===== src/rtl/fi_campaign_ctrl.sv =====
// fi_campaign_ctrl
// Sequencer for one single-fault injection run on the three-flop pipeline
// (q1 <= enable ? a : q1, q2 <= q1, q3 <= !q1).
// For each accepted start it:
//   - holds the pipeline in reset,
//   - drives LFSR stimulus,
//   - fires a one-cycle bit-flip strobe at the programmed flop,
//   - compares the pipeline against an internal golden copy.
//
// Ports:
//   clk, reset        clock, asynchronous active-high reset
//   start             run request, accepted only in IDLE
//   cfg_target        0=q1, 1=q2, 2=q3, 3=golden run (no flip)
//   cfg_delay         stimulus cycles before the inject cycle
//   cfg_window        observe cycles after the inject cycle
//   busy, done        run in progress / one-cycle completion pulse
//   dut_reset         pipeline reset
//   dut_a, dut_enable pipeline stimulus
//   flip              one-hot flop inversion strobe
//   dut_o1..dut_o3    pipeline outputs
//   mismatch          sticky compare failure
//   first_err_cycle   cyc of the first mismatch
//   err_mask          accumulated differing bits {o3,o2,o1}
module fi_campaign_ctrl #(
    parameter int          CNT_W     = 16,
    parameter logic [15:0] LFSR_SEED = 16'hACE1
) (
    input  logic             clk,
    input  logic             reset,
    input  logic             start,
    input  logic [1:0]       cfg_target,
    input  logic [CNT_W-1:0] cfg_delay,
    input  logic [CNT_W-1:0] cfg_window,
    output logic             busy,
    output logic             done,
    output logic             dut_reset,
    output logic             dut_a,
    output logic             dut_enable,
    output logic [2:0]       flip,
    input  logic             dut_o1,
    input  logic             dut_o2,
    input  logic             dut_o3,
    output logic             mismatch,
    output logic [CNT_W-1:0] first_err_cycle,
    output logic [2:0]       err_mask
);

    typedef enum logic [2:0] {IDLE, RST, PRE, INJ, OBS, DONE} state_t;

    state_t           state_reg, state_next;
    logic [CNT_W-1:0] rem_reg, rem_next;
    logic [CNT_W-1:0] cyc_reg;
    logic [1:0]       target_reg;
    logic [CNT_W-1:0] delay_reg, window_reg;
    logic [15:0]      lfsr_reg, lfsr_next;
    logic             accept;
    logic             active_now, active_next;
    logic [2:0]       flip_next;
    logic [2:0]       golden_reg;
    logic [2:0]       diff;

    assign active_now  = (state_reg == PRE) || (state_reg == INJ) || (state_reg == OBS);
    assign active_next = (state_next == PRE) || (state_next == INJ) || (state_next == OBS);
    assign diff        = {dut_o3, dut_o2, dut_o1} ^ golden_reg;

    // Next-state logic. rem_reg counts down the remaining cycles of the
    // current timed phase (RST, PRE or OBS).
    always_comb begin
        state_next = state_reg;
        rem_next   = rem_reg;
        accept     = 1'b0;
        case (state_reg)
            IDLE: begin
                if (start) begin
                    state_next = RST;
                    rem_next   = CNT_W'(1);
                    accept     = 1'b1;
                end
            end
            RST: begin
                if (rem_reg == '0) begin
                    state_next = (delay_reg == '0) ? INJ : PRE;
                    rem_next   = delay_reg - CNT_W'(1);
                end else begin
                    rem_next = rem_reg - CNT_W'(1);
                end
            end
            PRE: begin
                if (rem_reg == '0) state_next = INJ;
                else               rem_next   = rem_reg - CNT_W'(1);
            end
            INJ: begin
                state_next = (window_reg == '0) ? DONE : OBS;
                rem_next   = window_reg - CNT_W'(1);
            end
            OBS: begin
                if (rem_reg == '0) state_next = DONE;
                else               rem_next   = rem_reg - CNT_W'(1);
            end
            DONE:    state_next = IDLE;
            default: state_next = IDLE;
        endcase
    end

    // lfsr_reg always holds the value whose bits drive the current cycle.
    // It is a right-shifting Fibonacci LFSR for x^16+x^14+x^13+x^11+1.
    always_comb begin
        lfsr_next = lfsr_reg;
        if (accept)
            lfsr_next = LFSR_SEED;
        else if (active_now)
            lfsr_next = {lfsr_reg[0] ^ lfsr_reg[2] ^ lfsr_reg[3] ^ lfsr_reg[5], lfsr_reg[15:1]};
    end

    // The flip strobe is one-hot on the latched target. Target 3 matches
    // no bit, so a golden run gets no strobe.
    generate
        for (genvar gi = 0; gi < 3; gi++) begin : g_flip
            assign flip_next[gi] = (state_next == INJ) && (target_reg == 2'(gi));
        end
    endgenerate

    always_ff @(posedge clk or posedge reset) begin
        if (reset) begin
            state_reg       <= IDLE;
            rem_reg         <= '0;
            cyc_reg         <= '0;
            target_reg      <= '0;
            delay_reg       <= '0;
            window_reg      <= '0;
            lfsr_reg        <= LFSR_SEED;
            busy            <= 1'b0;
            done            <= 1'b0;
            dut_reset       <= 1'b1;
            dut_a           <= 1'b0;
            dut_enable      <= 1'b0;
            flip            <= '0;
            golden_reg      <= '0;
            mismatch        <= 1'b0;
            first_err_cycle <= '0;
            err_mask        <= '0;
        end else begin
            state_reg <= state_next;
            rem_reg   <= rem_next;
            lfsr_reg  <= lfsr_next;

            if (accept) begin
                target_reg <= cfg_target;
                delay_reg  <= cfg_delay;
                window_reg <= cfg_window;
            end

            // cyc restarts at 0 on the first PRE/INJ cycle after RST.
            if (state_reg == RST && state_next != RST)
                cyc_reg <= '0;
            else if (active_now)
                cyc_reg <= cyc_reg + CNT_W'(1);

            // Outputs are registered from the next-state decode, so each
            // one is aligned with the state it belongs to.
            busy       <= (state_next == RST) || active_next;
            done       <= (state_next == DONE);
            dut_reset  <= (state_next == RST);
            dut_a      <= active_next & lfsr_next[0];
            dut_enable <= active_next & lfsr_next[1];
            flip       <= flip_next;

            // The golden copy sees exactly the registered stimulus the
            // pipeline sees, on the same edge, but it is never flipped.
            if (accept || dut_reset) begin
                golden_reg <= '0;
            end else begin
                golden_reg[0] <= dut_enable ? dut_a : golden_reg[0];
                golden_reg[1] <= golden_reg[0];
                golden_reg[2] <= ~golden_reg[0];
            end

            if (accept) begin
                mismatch        <= 1'b0;
                err_mask        <= '0;
                first_err_cycle <= '0;
            end else if (active_now && diff != 3'b000) begin
                err_mask <= err_mask | diff;
                mismatch <= 1'b1;
                if (!mismatch)
                    first_err_cycle <= cyc_reg;
            end
        end
    end

endmodule


===== config.mk =====
export PLATFORM = sky130hd
export DESIGN_NAME = fi_campaign_ctrl
export DESIGN_NICKNAME = d
export VERILOG_FILES = /design/src/rtl/fi_campaign_ctrl.sv
export SDC_FILE = /design/constraint.sdc
export NUM_CORES = 1
export LEC_CHECK = 0
export CAP_MARGIN = 20
export CORE_ASPECT_RATIO = 0.6
export CORE_MARGIN = 2
export CORE_UTILIZATION = 61
export CTS_CLUSTER_DIAMETER = 60
export CTS_CLUSTER_SIZE = 8
export DETAILED_ROUTE_END_ITERATION = 6
export GPL_TIMING_DRIVEN = 0
export PLACE_DENSITY = 0.82
export RECOVER_POWER = 25
export SYNTH_ARGS = -nofsm -noshare
export SYNTH_HDL_FRONTEND = slang
export SYNTH_SLANG_ARGS = --single-unit

===== constraint.sdc =====
create_clock -name clk -period 9.1 [get_ports clk]
set_input_delay 2.73 -clock clk [delete_from_list [all_inputs] [get_ports clk]]
set_output_delay 2.73 -clock clk [all_outputs]
set_load 0.03 [all_outputs]

# Word level (Yosys, flattened, before mapping)
# Index checks and enable logic that the tools add are counted.
# Widths: inputs -> output; s select.
[totals]
input_bits = 40
elab_cells = 97
ff_bits = 116
[op_classes]
n_bitwise = 8
muxes = 26
n_eq_ne = 15
n_reduce_logical = 25
add_sub_neg = 4
[ops]
columns = ["op", "count"]
rows = [
  ["$mux 16", 10],
  ["$pmux 16 s4", 1],
  ["$logic_not 16->1", 3],
  ["$sub 16x1->16 const B", 3],
  ["$mux 3", 7],
  ["$add 16x1->16 const B", 1],
  ["$pmux 3 s5", 1],
  ["$eq 3x2->1 const B", 4],
  ["$eq 3x3->1 const B", 3],
  ["$reduce_bool 2->1", 4],
  ["$mux 1", 7],
  ["$eq 3x1->1 const B", 2],
  ["$logic_or 1x1->1", 6],
  ["$logic_and 1x1->1", 5],
  ["$ne 2x2->1 const B", 2],
  ["$reduce_bool 4->1", 1],
  ["$logic_not 3->1", 1],
  ["$ne 3x1->1 const B", 1],
  ["$or 3x3->3", 1],
  ["$reduce_and 3->1", 1],
  ["$reduce_bool 3->1", 1],
  ["$xor 1x1->1", 3],
  ["$xor 3x3->3", 1],
  ["$and 1x1->1", 2],
  ["7 further kinds", 7],
]

# Logic depth before layout (Yosys ltp)
# Gate-level depths: netlist of the first run.
[logic_depth]
ltp_word = 8
ltp_mapped = 9
mapped_depth_nobuf = 8

# Worst setup path after synthesis of the first run
# No wires, ideal clock.
[synth_timing]
path_kind = "input -> register"
from = "input start"
to = "register flip[1]"
path_slack_ns = 5.139
required_ns = 9.012
stages = 5
arrival_time_ns = 3.873
n_path_buf = 0
path_cell_list = "inv_1 -> nor4_1 -> a2111oi_4 -> nand2b_1 -> nor3b_1"
[synth_between]
elab_chain_cells = 4
[synth_lines]
columns = ["element", "line_no", "text"]
rows = [
  ["from (decl)", "30", "input logic start,"],
  ["$mux 3", "74", "if (start) begin"],
  ["$pmux 3 s5", "72", "case (state_reg)"],
  ["$eq 3x2->1", "119", "assign flip_next[gi] = (state_next == INJ) && (target_reg == 2'(gi));"],
  ["$logic_and 1x1->1", "119", ""],
  ["net flip_next[1]", "58", "logic [2:0] flip_next;"],
  ["to (signal assigned)", "166", "flip <= flip_next;"],
  ["to (decl)", "39", "output logic [2:0] flip,"],
]
# The timed path passes the listed nets, and every way through them passes these cells.
# A chain may end at the register's enable or synchronous reset.

# Worst setup path after layout of the first run
[layout_timing]
from = "input start"
to = "register lfsr_reg[1]"
[layout_between]
elab_chain_cells = 3
[layout_lines]
columns = ["element", "line_no", "text"]
rows = [
  ["$mux 1", "74", ""],
  ["$mux 1", "72", ""],
  ["$mux 16", "109", "if (accept)"],
  ["net lfsr_next[1]", "55", "logic [15:0] lfsr_reg, lfsr_next;"],
  ["to (signal assigned)", "145", "lfsr_reg <= lfsr_next;"],
  ["to (decl)", "55", ""],
]
# The timed path passes the listed nets, and every way through them passes these cells.

==> flow_summary.toml, run 1 <==
[run_status]
outcome = "finished, violations left"
violations = "max-capacitance violations, max-slew violations"

[sta]
slew_viol_final = 41
setup_violations = 0
fmax_ghz = 0.214
fin_skew_ns = 0.0134
hold_ws_ns = 0.467
fin_tns_setup_ns = 0
period_share = 0.513
tightest_slew_ns = 1.94
hold_viol_final = 0
rsz0062_at_grt = "no"
period_needed_ns = 4.67
slew-limit-headroom = -0.298

[route]
wl_per_cell_um = 18.0
drc = 0
postRouteAntennaNets = 0
drt_iter0_drc = 517
drt_pass1_iterations = 5
routed_wl_mm = 16.7
route.vias.total = 5533
viasPerCell = 5.97

[logic_synthesis]
syn-num-nets = 739
synthDistinctLibCells = 59
synth-seq-cells = 116
synth_area_per_cell_um2 = 8.70
synth_edf_count = 0
yosys_warnings = 0
ys_seq_area_frac = 0.484
ys.flop_type = "dfrtp_1"
synthCells = 692
syn_area_mm2 = 0.00602
async_flop_share = 1.00

[setup_path]
cp.depth = 5
reg2reg_from = "rem_reg[2]"
arrival_ns = 4.94
worstPathRequired_ns = 9.37
crit_path_max_fanout = 10
crit_family = "buffers and inverters"
crit_buf_inv = 3
timing.reg2reg.setup_slack_ns = 5.82
r2r-end = "cyc_reg[7]"
critical_path_class = "primary input to flip-flop"
rr_worst_depth = 6
crit_slowest_cell = "nor4_2"
cpPeakStageDelay_ns = 0.79
worst_setup_path_end_kind = "flip-flop"
crit_path_cell_trace = "dlygate4sd3_1 > inv_1 > nor4_2 > clkbuf_1 > nor2_1"
start_kind = "primary input"

[placed_design]
place.gp.congestion = 0.991
io_buffers = 67
hpwl_mm = 11.5

[clock_tree]
cts_tree = "built"
hold_buffers = 0
cts-resized-gates = 0
ctsLongestPathBuffers = 2
cts_root_buf = "clkbuf_16"
clk_pin_slew_ns = 0.06
cts_buffers = 17
post-cts-setup-buffers = 0
clk_latency_ns = 0.42
htree_levels = 4
cts_sinks = 116

[die]
die_w_um = 132
start_util = 0.618
core_region_area_mm2 = 0.00974
die_y_um = 80.9
ios = 68
rows = 28
die_area_mm2 = 0.0107

[grt]
grt_first_pass_wirelength_mm = 26.8
grt_max_degree = 77
grt-ovfl-total = 0
antenna_found_initial = 0
grt_util_all_layers = 0.327
grt_pass1_vias = 5239

[layout]
seq_area_mm2 = 0.00291
diodes = 0
fillers = 666
fin_nets = 826
multi_input_area_mm2 = 0.00292
layout.cells.most_common = "nand2_1"
syn_to_final_growth_pct = 24.3
final_cell_mix = "nand2_1 (193), dfrtp_1 (107), clkdlybuf4s50_1 (65), nor2_1 (53), o21ai_0 (48)"
drive_above_1_share = 0.0795

[worst_hold_path]
holdCritStartpoint = "target_reg[1]"
hold_path_end = "flip[1]"
hold_path_class = "flip-flop to flip-flop"
min_path_cells = 1

[power_and_ir_drop]
max-vdd-ir-drop_v = 0.000205
power.density_mw_per_mm2 = 322
power.leakage_nw = 3.33
fin_total_pwr_w = 0.00241

[run]
cap_viol_max_count = 1
==> worst max path at each step <==
stage | start | endpoint
2_1_floorplan | reset | busy
3_3_place_gp | reset | err_mask[0]
3_5_place_dp | start | err_mask[0]
4_1_cts | start | lfsr_reg[1]
5_1_grt | start | lfsr_reg[1]
6_report | start | lfsr_reg[1]
==> through the flow <==
| stage | cells | setup WS, ns | cell area, µm² | util |
|---|---|---|---|---|
| 6_report | 927 | 4.43 | 7480 | 0.768 |
| 3_3_place_gp | 894 | 1.76 | 6860 | 0.704 |
| 3_5_place_dp | 895 | 4.21 | 6900 | 0.708 |
| 4_1_cts | 927 | 4.61 | 7510 | 0.771 |
| 5_1_grt | 927 | 4.29 | 7480 | 0.768 |
| 2_1_floorplan | 692 | 3.31 | 6020 | - |
==> layout make-up <==
type,instances,area share
Timing Repair Buffer,68,0.0933
Tap cell,135,0.0226
Inverter,12,0.00619
Sequential cell,116,0.389
Clock inverter,12,0.0207
Clock buffer,20,0.0610
Buffer,31,0.0174
Multi-Input combinational cell,533,0.390
==> layer usage <==
metal	wire, µm	vias up	track usage
met5	0	-	0
li1	-	2539	-
met2	7730	243	0.521
met1	7400	2719	0.440
met4	294	0	0.135
met3	1290	32	0.0768
==> cell usage after synthesis (3+ instances only) <==
library cell  number  share of area
o22ai_1            9         0.0094
xor2_1            24          0.035
nand2b_1           3         0.0031
a21oi_2            3         0.0044
buf_2              7         0.0058
nand4_1           10          0.010
and3_1             6         0.0062
o21ai_0           48          0.040
ha_1               7          0.015
nor3b_1            7         0.0087
a31oi_1            5         0.0052
dfrtp_1          107           0.44
nor3_1            17          0.014
a21oi_1           25          0.021
nor4_1             9         0.0094
or3_1              7         0.0073
and4_1             3         0.0044
xnor2_1           26          0.038
clkbuf_1          20          0.012
inv_1             12         0.0075
nand3_1           28          0.023
o211ai_1           4         0.0050
nor2b_1            4         0.0042
nor4_4             3          0.011
nand2_1          193           0.12
a22oi_1            6         0.0075
dfstp_2            9          0.039
mux2i_1            3         0.0050
nor2_1            53          0.033
==> kinds of logic (layout without fill, tap and decap cells) <==
logic type | after synthesis | after routing | synth area share
buffers and inverters | 43 | 143 | 0.0295
xor gates and xnor gates | 50 | 50 | 0.0727
DFF | 116 | 116 | 0.484
AOI/OAI and AO/OA | 114 | 114 | 0.116
muxes | 3 | 3 | 0.00499
adders and majority gates | 7 | 7 | 0.0145
and+or+nand+nor | 359 | 359 | 0.278
==> report_power, final <==
part | internal, W | switching [W]
Combinational | 0.000325 | 0.000555
Clock | 0.000445 | 0.000246
Sequential | 0.000672 | 0.000167
Note: power is estimated with default switching activity, not from simulation.
==> run 2: changes to the inputs <==
--- a/config.mk
+++ b/config.mk
@@ -8,12 +8,12 @@
 export CAP_MARGIN = 20
 export CORE_ASPECT_RATIO = 0.6
 export CORE_MARGIN = 2
-export CORE_UTILIZATION = 61
+export CORE_UTILIZATION = 51
 export CTS_CLUSTER_DIAMETER = 60
 export CTS_CLUSTER_SIZE = 8
 export DETAILED_ROUTE_END_ITERATION = 6
 export GPL_TIMING_DRIVEN = 0
-export PLACE_DENSITY = 0.82
+export PLACE_DENSITY = 0.72
 export RECOVER_POWER = 25
 export SYNTH_ARGS = -nofsm -noshare
 export SYNTH_HDL_FRONTEND = slang
==> constraint.sdc (replaced) <==
create_clock -name clk -period 3.82 [get_ports clk]
set_input_delay 1.146 -clock clk [delete_from_list [all_inputs] [get_ports clk]]
set_output_delay 1.146 -clock clk [all_outputs]
set_load 0.03 [all_outputs]
==> run 2 against run 1 <==
The flow finishes with violations (design-rule violations). Design area is 0.28% higher. Total power is 130% higher. Core utilization is 11 points lower. Setup slack worse by 3.5 ns. Combinational power is 140% higher. Global-route usage is 4.2 points lower. Clock skew is 0.0031 ns lower. Die area is 19% higher. Hold slack better by 0.0068 ns. Critical path depth is 3 higher. First-iteration DRC count is 11% higher. Flip-flop and latch count stayed put. Largest cell class unchanged. Largest power group unchanged. Highest routed layer unchanged.
==> flow_summary.toml, run 2 (synthesis results as in run 1) <==
[sta]
slew-limit-headroom = 0.384
fmax_ghz = 0.351
rsz0062_at_grt = "no"
tightest_slew_ns = 0.917
period_needed_ns = 2.85
period_share = 0.745
fin_tns_setup_ns = 0
fin_skew_ns = 0.0103
slew_viol_final = 0
setup_slack_ns = 0.974
hold_viol_final = 0
setup_violations = 0

[power_and_ir_drop]
power.leakage_nw = 3.32
power.density_mw_per_mm2 = 748
max-vdd-ir-drop_v = 0.000449

[worst_hold_path]
hold_path_class = "flip-flop to flip-flop"
min_path_cells = 1

[setup_path]
critical_path_class = "flip-flop to flip-flop"
crit_family = "simple AND/OR/NAND/NOR gates"
crit_buf_inv = 3
cp_common_cell = "nor2_1"
cpPeakStageDelay_ns = 0.52
worstPathRequired_ns = 4.11
crit_path_max_fanout = 10
arrival_ns = 3.14
crit_path_cell_trace = "inv_1 > ha_1 > nor4b_1 > nand4_1 > clkbuf_1 > nor2_1 > buf_2 > nor2_1"
worst_setup_path_end_kind = "flip-flop"
cp.depth = 8
crit_slowest_cell = "nor2_1"
rr_worst_depth = 8
start_kind = "flip-flop"

[run_status]
outcome = "finished, violations left"
violations = "design-rule violations"

[grt]
antenna_found_initial = 1
grt_util_all_layers = 0.285
grt_first_pass_wirelength_mm = 27.1
grt_pass1_vias = 5166
grt-ovfl-total = 0
grt_max_degree = 43

[placed_design]
hpwl_mm = 12.6
place.gp.congestion = 0.905
io_buffers = 67
place_ws_ns = 0.620

[die]
core_region_area_mm2 = 0.0114
ios = 68
die_y_um = 88.2
die_w_um = 144
rows = 30
start_util = 0.528
die_area_mm2 = 0.0127

[clock_tree]
htree_levels = 4
ctsLongestPathBuffers = 2
cts_buffers = 17
clk_pin_slew_ns = 0.06
cts_tree = "built"
post-cts-setup-buffers = 0
hold_buffers = 0
cts_root_buf = "clkbuf_16"
cts_sinks = 116
clk_latency_ns = 0.42
cts-resized-gates = 0

[route]
viasPerCell = 5.69
drt_iter0_drc = 575
postRouteAntennaNets = 0
drt_pass1_iterations = 7
routed_wl_mm = 16.9
route.vias.total = 5430
drc = 1
wl_per_cell_um = 17.6

[layout]
drive_above_1_share = 0.0869
fin_nets = 828
syn_to_final_growth_pct = 24.7
layout.cells.most_common = "nand2_1"
final_cell_mix = "nand2_1 (193), dfrtp_1 (107), clkdlybuf4s50_1 (66), nor2_1 (53), o21ai_0 (48)"
finish.utilization = 0.658

[run]
cap_viol_max_count = 0
## run 2: cell types whose count changed in the layout (fill, tap and decap cells not counted), moves of 2 or more
cell / change
buf_12: +3
bufinv_16: -3
clkbuf_1: -2
clkbuf_8: -2
inv_6: +4
inv_8: +2
## run 2: worst register-to-register path, stage by stage (launching register included)
cell      delay, ns
dfrtp_1        0.42
inv_1          0.12
ha_1           0.20
nor4b_1        0.39
nand4_1        0.33
clkbuf_1       0.34
nor2_1         0.52
buf_2          0.33
nor2_1         0.08
## run 2: per-layer routing
layer | GRT usage | vias up | wire (µm)
met5 | 0 | - | 0
li1 | - | 2545 | -
met4 | 0.0936 | 0 | 183
met1 | 0.439 | 2616 | 8150
met3 | 0.0716 | 22 | 1730
met2 | 0.390 | 247 | 6790
## run 2: cell type report
class / instances / area (µm²)
timing repair buffer: 70 / 731
tap: 160 / 200
clock buffer: 17 / 425
multi-input combinational: 533 / 2930
buffer: 31 / 131
sequential: 116 / 2910
fill: 931 / 3910
inverter: 12 / 46.3
antenna: 1 / 2.50
clock inverter: 15 / 121
## run 2: worst paths after layout
path / from / to / slack (ns)
worst min register to register: target_reg[1] / flip[1] / 0.47
worst max register to register: rem_reg[0] / cyc_reg[2] / 0.97
max in group asynchronous: reset / cyc_reg[3] / 1.53
min in group asynchronous: reset / lfsr_reg[14] / 1.22
worst min-delay path: target_reg[1] / flip[1] / 0.47
worst max-delay path: rem_reg[0] / cyc_reg[2] / 0.97
## run 2: report_power, final
group	internal, W	leakage (nW)	total (W)	switching (W)
sequential	0.00160	1.51	0.00201	0.000413
clock	0.000844	0.265	0.00147	0.000631
combinational	0.000784	1.55	0.00212	0.00134
## run 2: metrics by stage
stage	hold WS [ns]	power, W	cells	cell area, µm²
2_1_floorplan	0.445	0.00338	692	6020
3_3_place_gp	0.461	0.00401	919	6890
3_5_place_dp	0.471	0.00409	922	6960
4_1_cts	0.474	0.00557	954	7510
5_1_grt	0.501	0.00593	954	7500
6_report	0.474	0.00561	955	7510
==> run 3: changes to the inputs <==
==> constraint.sdc (replaced) <==
create_clock -name clk -period 2.6 [get_ports clk]
set_input_delay 0.78 -clock clk [delete_from_list [all_inputs] [get_ports clk]]
set_output_delay 0.78 -clock clk [all_outputs]
set_load 0.03 [all_outputs]
==> run 3 against run 2 <==
First-iteration DRC count fell by 1.0%. Wire length hardly changed. Clock skew grew 0.00069 ns. Design area is 0.85% higher. Non-clock buffer count is 4 higher. The run now ends clean. Core utilization rose by 0.56 points. Total power increased by 48%. Clock power up 48%. Critical path depth decreased by 1. Sequential power grew 47%.
==> flow_summary.toml, run 3 (synthesis results as in run 1) <==
[die]
die_area_mm2 = 0.0127
die_w_um = 144
die_y_um = 88.2
ios = 68
core_region_area_mm2 = 0.0114
start_util = 0.528
rows = 30

[sta]
hold_viol_final = 0
period_share = 0.943
slew_viol_final = 0
fin_tns_setup_ns = 0
tightest_slew_ns = 0.903
fmax_ghz = 0.408
fin_skew_ns = 0.0110
period_needed_ns = 2.45
setup_slack_ns = 0.147
slew-limit-headroom = 0.393
setup_violations = 0

[grt]
busiest_layer = "met1"
use_met3 = 0.0716
global_route.usage.met1 = 0.439
grt_max_degree = 43
met2_usage = 0.390
grt_util_all_layers = 0.285
antenna_found_initial = 1
grt-ovfl-total = 0
grt_first_pass_wirelength_mm = 27.1
grt_pass1_vias = 5166

[worst_hold_path]
hold_path_class = "flip-flop to flip-flop"

[clock_tree]
cts_root_buf = "clkbuf_16"
clk_latency_ns = 0.41
clk_pin_slew_ns = 0.06
cts_buffers = 17
ctsLongestPathBuffers = 2
cts_sinks = 116
hold_buffers = 0
cts_tree = "built"
htree_levels = 4

[route]
postRouteAntennaNets = 0
drt_pass1_iterations = 5
route.vias.total = 5511
viasPerCell = 5.75
drt_iter0_drc = 569
drc = 0
wl_per_cell_um = 17.6
routed_wl_mm = 16.9

[power_and_ir_drop]
power.density_mw_per_mm2 = 1100
power.leakage_nw = 3.35
p_comb_frac = 0.382
p_clk_frac = 0.261
p_switching_w = 0.00351
sequentialPowerShare = 0.357
swShare = 0.423
max-vdd-ir-drop_v = 0.000658
intPower_w = 0.00479

[layout]
fin_nets = 832
layout.cells.most_common = "nand2_1"
syn_to_final_growth_pct = 25.8
drive_above_1_share = 0.0990
final_cells = 959
finish.utilization = 0.663
final_cell_mix = "nand2_1 (193), dfrtp_1 (107), clkdlybuf4s50_1 (66), nor2_1 (52), o21ai_0 (48)"

[placed_design]
place_ws_ns = -0.234
place.gp.congestion = 0.905
dp_cells = 922
io_buffers = 67
hpwl_mm = 12.6

[setup_path]
crit_path_max_fanout = 10
start_kind = "flip-flop"
worst_setup_path_end_kind = "flip-flop"
critical_path_class = "flip-flop to flip-flop"
arrival_ns = 2.74
worstPathRequired_ns = 2.89

[run_status]
outcome = "completed"

[run]
cap_viol_max_count = 0
-- run 3: critical path, cell delays in order (launching register included) --
cell      delay, ns
dfrtp_1        0.42
inv_1          0.12
ha_1           0.20
nor4b_2        0.29
nand4_1        0.27
clkbuf_1       0.35
a21o_1         0.35
a221o_1        0.34
-- run 3: layout make-up --
class                           count  area, µm²
Sequential cell                   116       2910
Tap cell                          160        200
Fill cell                         923       3840
Antenna cell                        1       2.50
Clock buffer                       17        425
Inverter                           12       46.3
Multi-Input combinational cell    533       2970
Clock inverter                     15        121
Buffer                             31        133
Timing Repair Buffer               74        761
-- run 3: what timing repair did --
action                                  in CTS  in global routing
endpoints found under the setup margin      18                 44
setup buffers                                0                  4
endpoints found under the hold margin        0                  0
cloned                                       0                  0
pin swaps                                    0                  2
gates resized for setup                      1                  6
-- run 3: power groups by stage --
stage               logic, W  registers [W]  clock network (W)
floorplan            0.00208        0.00289                  0
global placement     0.00295        0.00294                  0
detailed placement   0.00305        0.00296                  0
CTS                  0.00307        0.00294            0.00218
global route         0.00349        0.00302            0.00227
finish               0.00317        0.00296            0.00217
-- run 3: final timing paths --
path / from / endpoint / slack [ns] / cells after the start
worst max-delay path: rem_reg[0] / rem_reg[13] / 0.15 / 7
worst min-delay path: target_reg[1] / flip[1] / 0.47 / 1
worst max register to register: rem_reg[0] / rem_reg[13] / 0.15 / 7
worst min register to register: target_reg[1] / flip[1] / 0.47 / 1
max in group asynchronous: reset / cyc_reg[3] / 0.67 / 5
min in group asynchronous: reset / lfsr_reg[14] / 0.86 / 2
-- run 3: stage by stage --
| stage | hold WS [ns] | total power [W] | cell area [µm²] |
|---|---|---|---|
| 2_1_floorplan | 0.445 | 0.00497 | 6020 |
| 3_5_place_dp | 0.471 | 0.00601 | 6960 |
| 6_report | 0.475 | 0.00830 | 7570 |
| 4_1_cts | 0.474 | 0.00818 | 7510 |
| 3_3_place_gp | 0.461 | 0.00589 | 6890 |
| 5_1_grt | 0.501 | 0.00878 | 7570 |
-- run 3: metal layers --
layer / wire (µm) / share of wire / vias up
li1: - / - / 2557
met1: 8030 / 0.48 / 2649
met2: 6880 / 0.41 / 278
met3: 1750 / 0.10 / 27
met4: 200 / 0.012 / 0
met5: 0 / 0 / -
